--- src/rtl/pdm_stereo_decimator.sv ---
`default_nettype none
// ============================================================================
//  Module   : pdm_stereo_decimator
//  Purpose  : Drives a PDM microphone clock and captures one or two channels
//             from a shared data line (left on the falling clock edge, right
//             on the rising edge).  Each channel passes through a CIC
//             decimator and a moving-average filter.  The result is a signed
//             PCM pair with a valid/ready handshake and a sticky overrun flag.
//  Revision : 1.0  initial release
// ============================================================================
module pdm_stereo_decimator #(
   parameter int CLK_DIV    = 16,
   parameter int DECIMATION = 64,
   parameter int CIC_STAGES = 4,
   parameter int AVG_TAPS   = 8,
   parameter int OUT_WIDTH  = 16,
   parameter int STEREO     = 1
) (
   input  logic                 clk,
   input  logic                 rst_n,
   input  logic                 enable,
   output logic                 pdm_clk,
   input  logic                 pdm_data,
   output logic [OUT_WIDTH-1:0] out_left,
   output logic [OUT_WIDTH-1:0] out_right,
   output logic                 out_valid,
   input  logic                 out_ready,
   output logic                 overrun,
   input  logic                 overrun_clr
);

   localparam int DEC_W  = $clog2(DECIMATION);
   localparam int ACC_W  = CIC_STAGES * DEC_W + 2;
   localparam int TAP_W  = $clog2(AVG_TAPS);
   localparam int SUM_W  = OUT_WIDTH + TAP_W;
   localparam int DIV_W  = $clog2(CLK_DIV);
   localparam int DISC_W = $clog2(CIC_STAGES + 1);
   localparam int NCH    = (STEREO != 0) ? 2 : 1;

   // -------------------------------------------------------------------------
   // Microphone clock generation
   // -------------------------------------------------------------------------
   logic [DIV_W-1:0] div_q, div_d;
   logic             pclk_q, pclk_d;
   logic             div_end_w;
   logic             ev_l_w;
   logic             ev_r_w;

   assign div_end_w = enable & (div_q == DIV_W'(CLK_DIV - 1));
   // The last clk of each half-period is where the data line is sampled:
   // end of the high phase carries left, end of the low phase carries right.
   assign ev_l_w    = div_end_w &  pclk_q;
   assign ev_r_w    = div_end_w & ~pclk_q;

   // Next divide count and clock level; both park at zero while disabled
   always_comb begin
      div_d  = '0;
      pclk_d = 1'b0;
      if (enable) begin
         div_d  = div_end_w ? '0 : div_q + 1'b1;
         pclk_d = div_end_w ? ~pclk_q : pclk_q;
      end
   end

   // Divide counter and microphone clock registers
   always_ff @(posedge clk or negedge rst_n) begin
      if (!rst_n) begin
         div_q  <= '0;
         pclk_q <= 1'b0;
      end else begin
         div_q  <= div_d;
         pclk_q <= pclk_d;
      end
   end

   // -------------------------------------------------------------------------
   // Decimation timing: PDM period counter, start-up discard, pipeline flags
   // -------------------------------------------------------------------------
   logic [DEC_W-1:0]  per_q, per_d;
   logic [DISC_W-1:0] disc_q, disc_d;
   logic [TAP_W-1:0]  ptr_q, ptr_d;
   logic              cvld_q, cvld_d;
   logic              dec_ev_w;
   logic              keep_ev_w;
   logic              new_pair_w;

   // The period closes on the 0->1 toggle, which is also the right-sample
   // event, so mono and stereo builds share the same decimation timing.
   assign dec_ev_w   = ev_r_w & (per_q == {DEC_W{1'b1}});
   // The first CIC_STAGES outputs still contain the comb start-up transient
   assign keep_ev_w  = dec_ev_w & (disc_q == DISC_W'(CIC_STAGES));
   assign new_pair_w = cvld_q & enable;

   // Next-state for period counter, discard counter, tap pointer, comb flag
   always_comb begin
      per_d  = '0;
      disc_d = '0;
      ptr_d  = '0;
      cvld_d = 1'b0;
      if (enable) begin
         per_d  = ev_r_w ? per_q + 1'b1 : per_q;
         disc_d = (dec_ev_w && (disc_q != DISC_W'(CIC_STAGES))) ? disc_q + 1'b1 : disc_q;
         ptr_d  = new_pair_w ? ptr_q + 1'b1 : ptr_q;
         cvld_d = keep_ev_w;
      end
   end

   // Decimation timing registers
   always_ff @(posedge clk or negedge rst_n) begin
      if (!rst_n) begin
         per_q  <= '0;
         disc_q <= '0;
         ptr_q  <= '0;
         cvld_q <= 1'b0;
      end else begin
         per_q  <= per_d;
         disc_q <= disc_d;
         ptr_q  <= ptr_d;
         cvld_q <= cvld_d;
      end
   end

   // -------------------------------------------------------------------------
   // Per-channel CIC decimator and moving average
   // -------------------------------------------------------------------------
   logic [NCH-1:0]                ch_ev_w;
   logic [NCH-1:0][OUT_WIDTH-1:0] avg_w;

   assign ch_ev_w[0] = ev_l_w;

   generate
      if (NCH == 2) begin : g_ev_right
         assign ch_ev_w[1] = ev_r_w;
      end
   endgenerate

   generate
      for (genvar ch = 0; ch < NCH; ch++) begin : g_ch
         logic [ACC_W-1:0]                   x_w;
         logic [ACC_W-1:0]                   cout_w;
         logic [OUT_WIDTH-1:0]               comb_q;
         logic [AVG_TAPS-1:0][OUT_WIDTH-1:0] hist_w;
         logic [OUT_WIDTH-1:0]               old_w;
         logic [SUM_W-1:0]                   sum_q, sum_d;

         // A one bit counts +1, a zero bit counts -1
         assign x_w = pdm_data ? ACC_W'(1) : {ACC_W{1'b1}};

         for (genvar s = 0; s < CIC_STAGES; s++) begin : g_int
            logic [ACC_W-1:0] acc_q;
            logic [ACC_W-1:0] in_w;

            if (s == 0) begin : g_src_bit
               assign in_w = x_w;
            end else begin : g_src_prev
               assign in_w = g_int[s-1].acc_q;
            end

            // Integrator stage, wraps freely, steps once per channel sample
            always_ff @(posedge clk or negedge rst_n) begin
               if (!rst_n) begin
                  acc_q <= '0;
               end else if (!enable) begin
                  acc_q <= '0;
               end else if (ch_ev_w[ch]) begin
                  acc_q <= acc_q + in_w;
               end
            end
         end

         for (genvar s = 0; s < CIC_STAGES; s++) begin : g_comb
            logic [ACC_W-1:0] src_w;
            logic [ACC_W-1:0] dly_q;
            logic [ACC_W-1:0] diff_w;

            if (s == 0) begin : g_src_int
               assign src_w = g_int[CIC_STAGES-1].acc_q;
            end else begin : g_src_comb
               assign src_w = g_comb[s-1].diff_w;
            end

            assign diff_w = src_w - dly_q;

            // Comb delay element, advances only on decimation events
            always_ff @(posedge clk or negedge rst_n) begin
               if (!rst_n) begin
                  dly_q <= '0;
               end else if (!enable) begin
                  dly_q <= '0;
               end else if (dec_ev_w) begin
                  dly_q <= src_w;
               end
            end
         end

         assign cout_w = g_comb[CIC_STAGES-1].diff_w;

         if (OUT_WIDTH < ACC_W) begin : g_trunc
            logic unused_lsb;
            assign unused_lsb = ^cout_w[ACC_W-OUT_WIDTH-1:0];
         end

         // Comb output register keeps the top OUT_WIDTH bits
         always_ff @(posedge clk or negedge rst_n) begin
            if (!rst_n) begin
               comb_q <= '0;
            end else if (!enable) begin
               comb_q <= '0;
            end else if (dec_ev_w) begin
               comb_q <= cout_w[ACC_W-1 -: OUT_WIDTH];
            end
         end

         for (genvar t = 0; t < AVG_TAPS; t++) begin : g_tap
            logic [OUT_WIDTH-1:0] tap_q;

            assign hist_w[t] = tap_q;

            // History slot t is overwritten when the pointer reaches it
            always_ff @(posedge clk or negedge rst_n) begin
               if (!rst_n) begin
                  tap_q <= '0;
               end else if (!enable) begin
                  tap_q <= '0;
               end else if (new_pair_w && (ptr_q == TAP_W'(t))) begin
                  tap_q <= comb_q;
               end
            end
         end

         assign old_w = hist_w[ptr_q];
         assign sum_d = sum_q
                      + {{TAP_W{comb_q[OUT_WIDTH-1]}}, comb_q}
                      - {{TAP_W{old_w[OUT_WIDTH-1]}}, old_w};
         // Dropping the low TAP_W bits of the sign-extended sum is the
         // arithmetic right shift; what remains is exactly OUT_WIDTH wide.
         assign avg_w[ch] = sum_d[SUM_W-1:TAP_W];

         // Running sum: add the newest sample, retire the oldest
         always_ff @(posedge clk or negedge rst_n) begin
            if (!rst_n) begin
               sum_q <= '0;
            end else if (!enable) begin
               sum_q <= '0;
            end else if (new_pair_w) begin
               sum_q <= sum_d;
            end
         end
      end
   endgenerate

   // -------------------------------------------------------------------------
   // Output register with valid/ready handshake and overrun detection
   // -------------------------------------------------------------------------
   logic [OUT_WIDTH-1:0] left_q, left_d;
   logic [OUT_WIDTH-1:0] right_q, right_d;
   logic                 valid_q, valid_d;
   logic                 ovr_q, ovr_d;
   logic [OUT_WIDTH-1:0] new_right_w;

   generate
      if (NCH == 2) begin : g_right
         assign new_right_w = avg_w[1];
      end else begin : g_mono
         assign new_right_w = '0;
      end
   endgenerate

   // Load, hold or drop the incoming pair; a drop outranks an overrun clear
   always_comb begin
      left_d  = left_q;
      right_d = right_q;
      valid_d = valid_q;
      ovr_d   = ovr_q;
      if (overrun_clr) begin
         ovr_d = 1'b0;
      end
      if (!enable) begin
         left_d  = '0;
         right_d = '0;
         valid_d = 1'b0;
      end else if (valid_q && !out_ready) begin
         if (new_pair_w) begin
            ovr_d = 1'b1;
         end
      end else if (new_pair_w) begin
         left_d  = avg_w[0];
         right_d = new_right_w;
         valid_d = 1'b1;
      end else begin
         valid_d = 1'b0;
      end
   end

   // Output registers; overrun survives enable going low
   always_ff @(posedge clk or negedge rst_n) begin
      if (!rst_n) begin
         left_q  <= '0;
         right_q <= '0;
         valid_q <= 1'b0;
         ovr_q   <= 1'b0;
      end else begin
         left_q  <= left_d;
         right_q <= right_d;
         valid_q <= valid_d;
         ovr_q   <= ovr_d;
      end
   end

   assign pdm_clk   = pclk_q;
   assign out_left  = left_q;
   assign out_right = right_q;
   assign out_valid = valid_q;
   assign overrun   = ovr_q;

endmodule
`default_nettype wire
--- config.mk ---
export PLATFORM = sky130hd
export DESIGN_NAME = pdm_stereo_decimator
export DESIGN_NICKNAME = d
export VERILOG_FILES = /design/src/rtl/pdm_stereo_decimator.sv
export SDC_FILE = /design/constraint.sdc
export NUM_CORES = 2
export LEC_CHECK = 0
export CAP_MARGIN = 15
export CORE_MARGIN = 4
export CORE_UTILIZATION = 59
export CTS_BUF_LIST = sky130_fd_sc_hd__clkbuf_16
export DETAILED_ROUTE_END_ITERATION = 16
export GPL_ROUTABILITY_DRIVEN = 0
export HOLD_SLACK_MARGIN = 0.02
export PLACE_DENSITY = 0.85
export SETUP_SLACK_MARGIN = 0.1
export SLEW_MARGIN = 20
export SYNTH_ARGS = -nofsm -noshare
export SYNTH_HDL_FRONTEND = slang
export SYNTH_SLANG_ARGS = --single-unit
--- constraint.sdc ---
create_clock -name clk -period 6.38 [get_ports clk]
set_clock_uncertainty 0.15 [all_clocks]
set_input_delay 1.276 -clock clk [delete_from_list [all_inputs] [get_ports clk]]
set_output_delay 1.276 -clock clk [all_outputs]
set_load 0.02 [all_outputs]
# Word-level counts from Yosys, hierarchy flattened
# Cells that the tools add are included.
[classes]
mux = 101
reduce_logical = 13
n_bitwise = 7
n_addsub = 24
n_lt_le_gt_ge = 1
n_eq_ne = 26
[ops]
columns = ["operator", "n"]
rows = [
  ["$mux W26", 33],
  ["$mux W16", 44],
  ["$add A26 B26 Y26", 8],
  ["$sub A26 B26 Y26", 8],
  ["$bmux W16 S3", 2],
  ["$mux W19", 4],
  ["$add A19 B19 Y19", 2],
  ["$sub A19 B19 Y19", 2],
  ["$ne A2 B1 Y1 const B", 14],
  ["$eq A3 B3 Y1 const B", 5],
  ["$mux W3", 4],
  ["$mux W6", 2],
  ["$logic_and A1 B1 Y1", 10],
  ["$mux W1", 10],
  ["$mux W4", 2],
  ["$add A3 B1 Y3 const B", 2],
  ["$add A6 B1 Y6 const B", 1],
  ["$and A1 B1 Y1", 6],
  ["$eq A3 B2 Y1 const B", 2],
  ["$eq A6 B6 Y1 const B", 1],
  ["$add A4 B1 Y4 const B", 1],
  ["$eq A4 B4 Y1 const B", 1],
  ["$lt A3 B4 Y1 const B", 1],
  ["$eq A3 B1 Y1 const B", 1],
  ["6 further kinds", 6],
]
[word_totals]
wordCells = 218
inputBits = 6
output_inout_bits = 35
regBits = 794

# Longest topological paths before layout
[depth]
depth_word = 7
ltp_mapped = 38
ltp_nobuf = 38

# Worst setup path before layout
# Ideal clock, no wire load.
[synth_path]
path_kind = "register to register"
startpoint = "register g_ch[1].g_int[3].acc_q[0]"
endpoint = "register g_ch[1].comb_q[15]"
period_less_slack_ns = 6.818
setup_slack_ns = -0.438
setup_ns = 0.129
path_stages_with_launch = 34
n_path_buf = 0
required_ns = 6.101
t_arrival_ns = 6.538
cell_sequence = "dfrtp_1 inv_1 ha_1 fa_1 nor2b_1 o21a_1 o21ai_1 nand2b_1 a21oi_1 xnor2_1 ha_1 or4_4 o21ai_4 o31ai_2 a2111o_1 a2111oi_4 nor2_1 xnor2_1 ha_1 nand3_1 or2_2 o21ba_2 o21bai_1 xor2_1 ha_1 nand2_1 or2_2 o22ai_1 or3_1 a31o_2 a21oi_1 xnor2_1 xnor2_1 o21ai_1"
[synth_between]
elab_chain_cells = 6
[synth_rtl]
columns = ["item", "line", "source"]
rows = [
  ["from (decl)", "150", "logic [ACC_W-1:0] acc_q;"],
  ["from (signal assigned)", "166", "acc_q <= acc_q + in_w;"],
  ["$sub A26 B26 Y26 (4 in a row)", "182", "assign diff_w = src_w - dly_q;"],
  ["$mux W16", "209", "end else if (dec_ev_w) begin"],
  ["$mux W16", "207", "end else if (!enable) begin"],
  ["to (signal assigned)", "210", "comb_q <= cout_w[ACC_W-1 -: OUT_WIDTH];"],
  ["to (decl)", "141", "logic [OUT_WIDTH-1:0] comb_q;"],
]
# No other way between the ends. The select of a mux whose other input is x is not followed.
# A chain may end at the register's enable or synchronous reset.

# Worst setup path after layout
[layout_path]
startpoint = "register g_ch[0].g_comb[0].dly_q[0]"
endpoint = "register g_ch[0].comb_q[15]"
[layout_between]
elab_chain_cells = 6
[layout_rtl]
columns = ["item", "line", "source"]
rows = [
  ["from (decl)", "173", "logic [ACC_W-1:0] dly_q;"],
  ["from (signal assigned)", "191", "dly_q <= src_w;"],
  ["$sub A26 B26 Y26 (4 in a row)", "182", ""],
  ["$mux W16", "209", ""],
  ["$mux W16", "207", ""],
  ["to (signal assigned)", "210", ""],
  ["to (decl)", "141", ""],
]
# No other way between the ends. The select of a mux whose other input is x is not followed.

==> impl_results.md <==
* Hpwl dp at 84.9 mm
* Crit-path most repeated cell: a21o_1
* Cell Count, Final, Fillers Out at between 7,000 and 8,000
* Crit path largest cell delay at 0.42 ns
* Final hold slack at 0.330 ns
* Max-cap viol count at 0
* Number of I/O pins at between 40 and 50
* Core ar. at ~0.09 sq mm
* Critical path arrival at around 7.6 ns
* Sequential cell area at approximately 0.020 sq mm
* Routed Antenna Nets at 0
* Buffers on Ports at 40
* Power Dens Cells at around 170 mW/mm^2
* Final-report hold violation count at 0
* Final WL at ~140 mm
* Starting Density at 0.595
* ANT cells at 0
* Status: finished, violations left
* Unrepaired setup endpoints after global routing: yes
* 1st-iter DRT viols at 4,126
* GRT Total Usage at 0.273
* Wire length per cell at 18.0 um
* Violated checks: negative setup slack
* Hold Path Class: reg -> reg
* CTS tree: done
* Area growth from synthesis to layout at 14.3%
* Filler Cells Inserted at just over 6,000
* Vias per cell at 6.10
* Vias in the first global route at around 46,000
* #FFs+latches synth at 794
* Async S/R FF share, synth at 1.00
* Post-synth EDFFs at 0
* Yosys Warn Count at 0
* DIE WIDTH at just over 300 um
* Nets at between 6,000 and 7,000
* Worst setup EP type: register
* Post-route cell area at 0.0611 sq mm
* Synth Cell Area at between 0.05 and 0.06 sq mm
* Cell row count at 110
* CTS buffer count at between 80 and 90
* Clk_lat worst skew at roughly 0.67 ns
* Mapped Cells at 6,154
* Max-slew headroom at 0.223
* Slew of the pin with the lowest slew margin at 1.16 ns
* Setup WS post-layout at -0.730 ns
* Cell variety after synth at between 70 and 80
* Share of cells above drive strength 1 at 0.121
* Ys flop type: dfrtp_1
* Synthesized area per cell at slightly below 9 sq um
* Critical Path RT at between 6 and 7 ns
* Vias at approximately 46,000
* Placed Cells at between 7,000 and 8,000
* Setup violators final at 19
* Post-synthesis sequential area ratio at 0.372
* Worst setup SP type: register
* Die Y at ~310 um
* Multi-input logic area at 0.0319 sq mm
* Clock Pin Slew Worst Setup and Hold Paths at 0.06 ns
* H-Tree Depth at 3
* Crit share post-route at 1.11
* First-pass GRT wire length at ~220 mm
* Clk sinks at between 700 and 800
* Total gr overflow at 0
* Fmax at around 140 MHz
* Pins Over Slew Limit at 0
* Crit Path Category: reg -> reg
* Placed inst area at about 0.057 sq mm
* P_leak at 28.3 nW
* Root buf cell: clkbuf_16
* Slowest CP cell: dfrtp_1
* # DRC at 0
* CTS Buffer Depth at 3
* Syn nets at approximately 6,700
* Minimum clock period after layout at a little over 7 ns
* Maximum vdd drop at ~220 uV
* Largest net degree at the start of global routing at approximately 160
* Crit Path Max Fanout at 4
* Die ar. at 0.0955 sq mm
* Initial antenna violation count at 0
* First-pass iteration count of the detailed router at 6
## per-stage QoR
stage | power [W] | setup WS, ns | utilization | setup TNS [ns]
CTS | 0.0104 | -0.485 | 0.670 | -1.72
detailed placement | 0.00547 | -0.547 | 0.632 | -3.89
floorplan | 0.00530 | -0.207 | - | -0.207
finish | 0.0104 | -0.730 | 0.680 | -7.37
global route | 0.0107 | -1.04 | 0.680 | -12.79
global placement | 0.00547 | -0.399 | 0.632 | -1.59
## layout by cell type, fill, tap and decap left out, drive strengths merged, types with 50 or more instances in the layout
cell type | synthesis | layout
clkbuf | 258 | 86
mux4 | 64 | 64
a211oi | 51 | 51
o21a | 65 | 65
a21oi | 617 | 617
dfrtp | 794 | 794
buf | 46 | 367
nand2 | 1066 | 1066
xor2 | 104 | 104
o21bai | 66 | 66
o21ai | 312 | 312
o31ai | 199 | 199
ha | 446 | 446
xnor2 | 253 | 253
nor3 | 84 | 84
nor2 | 275 | 275
fa | 50 | 50
nand3 | 235 | 235
inv | 456 | 481
a21o | 158 | 158
## report_power, final
part           switching, W  leakage [nW]  internal (W)  total (W)
clock               0.00217          1.43       0.00280    0.00497
sequential       0.00000424          11.1       0.00504    0.00504
combinational      0.000267          15.8     0.0000897   0.000356
## Yosys cell counts, types with 8 or more instances
cell / number / area [sq um]
nand4b_1: 8 / 70.1
dfrtp_1: 794 / 19900
nor3_1: 84 / 420
nand4_1: 33 / 206
a31o_2: 10 / 87.6
o21a_1: 65 / 488
a211oi_1: 50 / 375
nor4_1: 15 / 93.8
xnor2_1: 253 / 2220
mux4_2: 64 / 1440
o31a_1: 8 / 70.1
a22o_1: 23 / 201
fa_1: 50 / 1000
clkbuf_1: 258 / 968
o41ai_1: 15 / 131
a21o_1: 158 / 1190
o31ai_1: 198 / 1490
a211o_1: 15 / 131
o21ai_0: 256 / 1280
nand3_1: 235 / 1180
o21bai_1: 66 / 495
xor2_1: 104 / 911
a21boi_1: 10 / 75.1
and2_1: 21 / 131
nor2b_1: 40 / 250
o211ai_1: 24 / 180
a21oi_1: 617 / 3090
o2111ai_1: 8 / 70.1
inv_1: 456 / 1710
nand2_1: 1066 / 4000
mux2i_1: 36 / 360
o21ai_1: 54 / 270
ha_1: 446 / 5580
and3_1: 35 / 219
nor2_1: 275 / 1030
or3_1: 41 / 257
nand3b_1: 8 / 60.1
nand2b_1: 42 / 263
a31oi_1: 34 / 213
and4_1: 8 / 70.1
or2_2: 13 / 81.3
buf_1: 46 / 173
## routing by layer
layer	part of all wire	global-route usage	wire (um)	vias up
met4	0.040	0.115	5490	0
li1	-	-	-	21900
met3	0.059	0.0380	8100	440
met2	0.50	0.483	68600	1632
met1	0.40	0.337	54300	22300
met5	0	0	0	-
## worst max-delay path: cells and delay by family, from the launching register on
| family | cells | cell delay [ns] |
|---|---|---|
| and+or+nand+nor | 4 | 0.44 |
| AOI/OAI and AO/OA | 21 | 3.48 |
| DFF | 1 | 0.42 |
| buffers and inverters | 1 | 0.15 |
| xor gates and xnor gates | 5 | 0.94 |
| adders and majority gates | 5 | 1.47 |
## area by class of cell
type	count	area share
clock buffer	86	0.0352
clock inverter	70	0.0101
inverter	458	0.0283
multi-input combinational	4598	0.522
sequential	794	0.325
tap	1176	0.0241
timing repair buffer	405	0.0544
## sequential cells by signal, summed over array words and instances (netlist names)
signal             cells
g_ch.comb_q           32
per_q                  6
out_right             16
cvld_q                 1
out_valid              1
g_ch.sum_q            38
ptr_q                  3
div_q                  4
pdm_clk                1
g_ch.g_tap.tap_q     256
disc_q                 3
g_ch.g_int.acc_q     156
overrun                1
out_left              16
g_ch.g_comb.dly_q    208
g_ch.g_comb.src_w     52
## final timing paths
check / start / end / slack [ns] / depth (start not counted)
setup / recovery: g_ch[0].g_comb[0].dly_q[0] / g_ch[0].comb_q[15] / -0.73 / 36
hold / removal: out_right[15] / out_right[15] / 0.33 / 2
setup reg to reg: g_ch[0].g_comb[0].dly_q[0] / g_ch[0].comb_q[15] / -0.73 / 36
hold reg to reg: out_right[15] / out_right[15] / 0.33 / 2
max in group asynchronous: rst_n / g_ch[0].g_comb[2].dly_q[25] / 4.09 / 2
min in group asynchronous: rst_n / g_ch[1].g_tap[4].tap_q[9] / 0.49 / 1
## logic make-up (layout without fill, tap and decap cells)
logic type	after synthesis	count (layout)	share of synthesized area
buf+inv	762	1019	0.0535
mux	100	100	0.0337
compound gates	1694	1694	0.199
flops	794	794	0.372
xor+xnor	360	360	0.0598
fa+ha+maj	496	496	0.123
simple gates	1948	1948	0.160
## what timing repair did
| item | in CTS | in global routing |
|---|---|---|
| pin swaps | 63 | 142 |
| buffers inserted | 29 | 38 |
| gates resized for setup | 88 | 134 |
| endpoints found under the setup margin | 20 | 27 |
| hold buffers | 0 | 0 |
| cloned | 0 | 0 |
No activity file was read; power rests on OpenSTA's default activity.
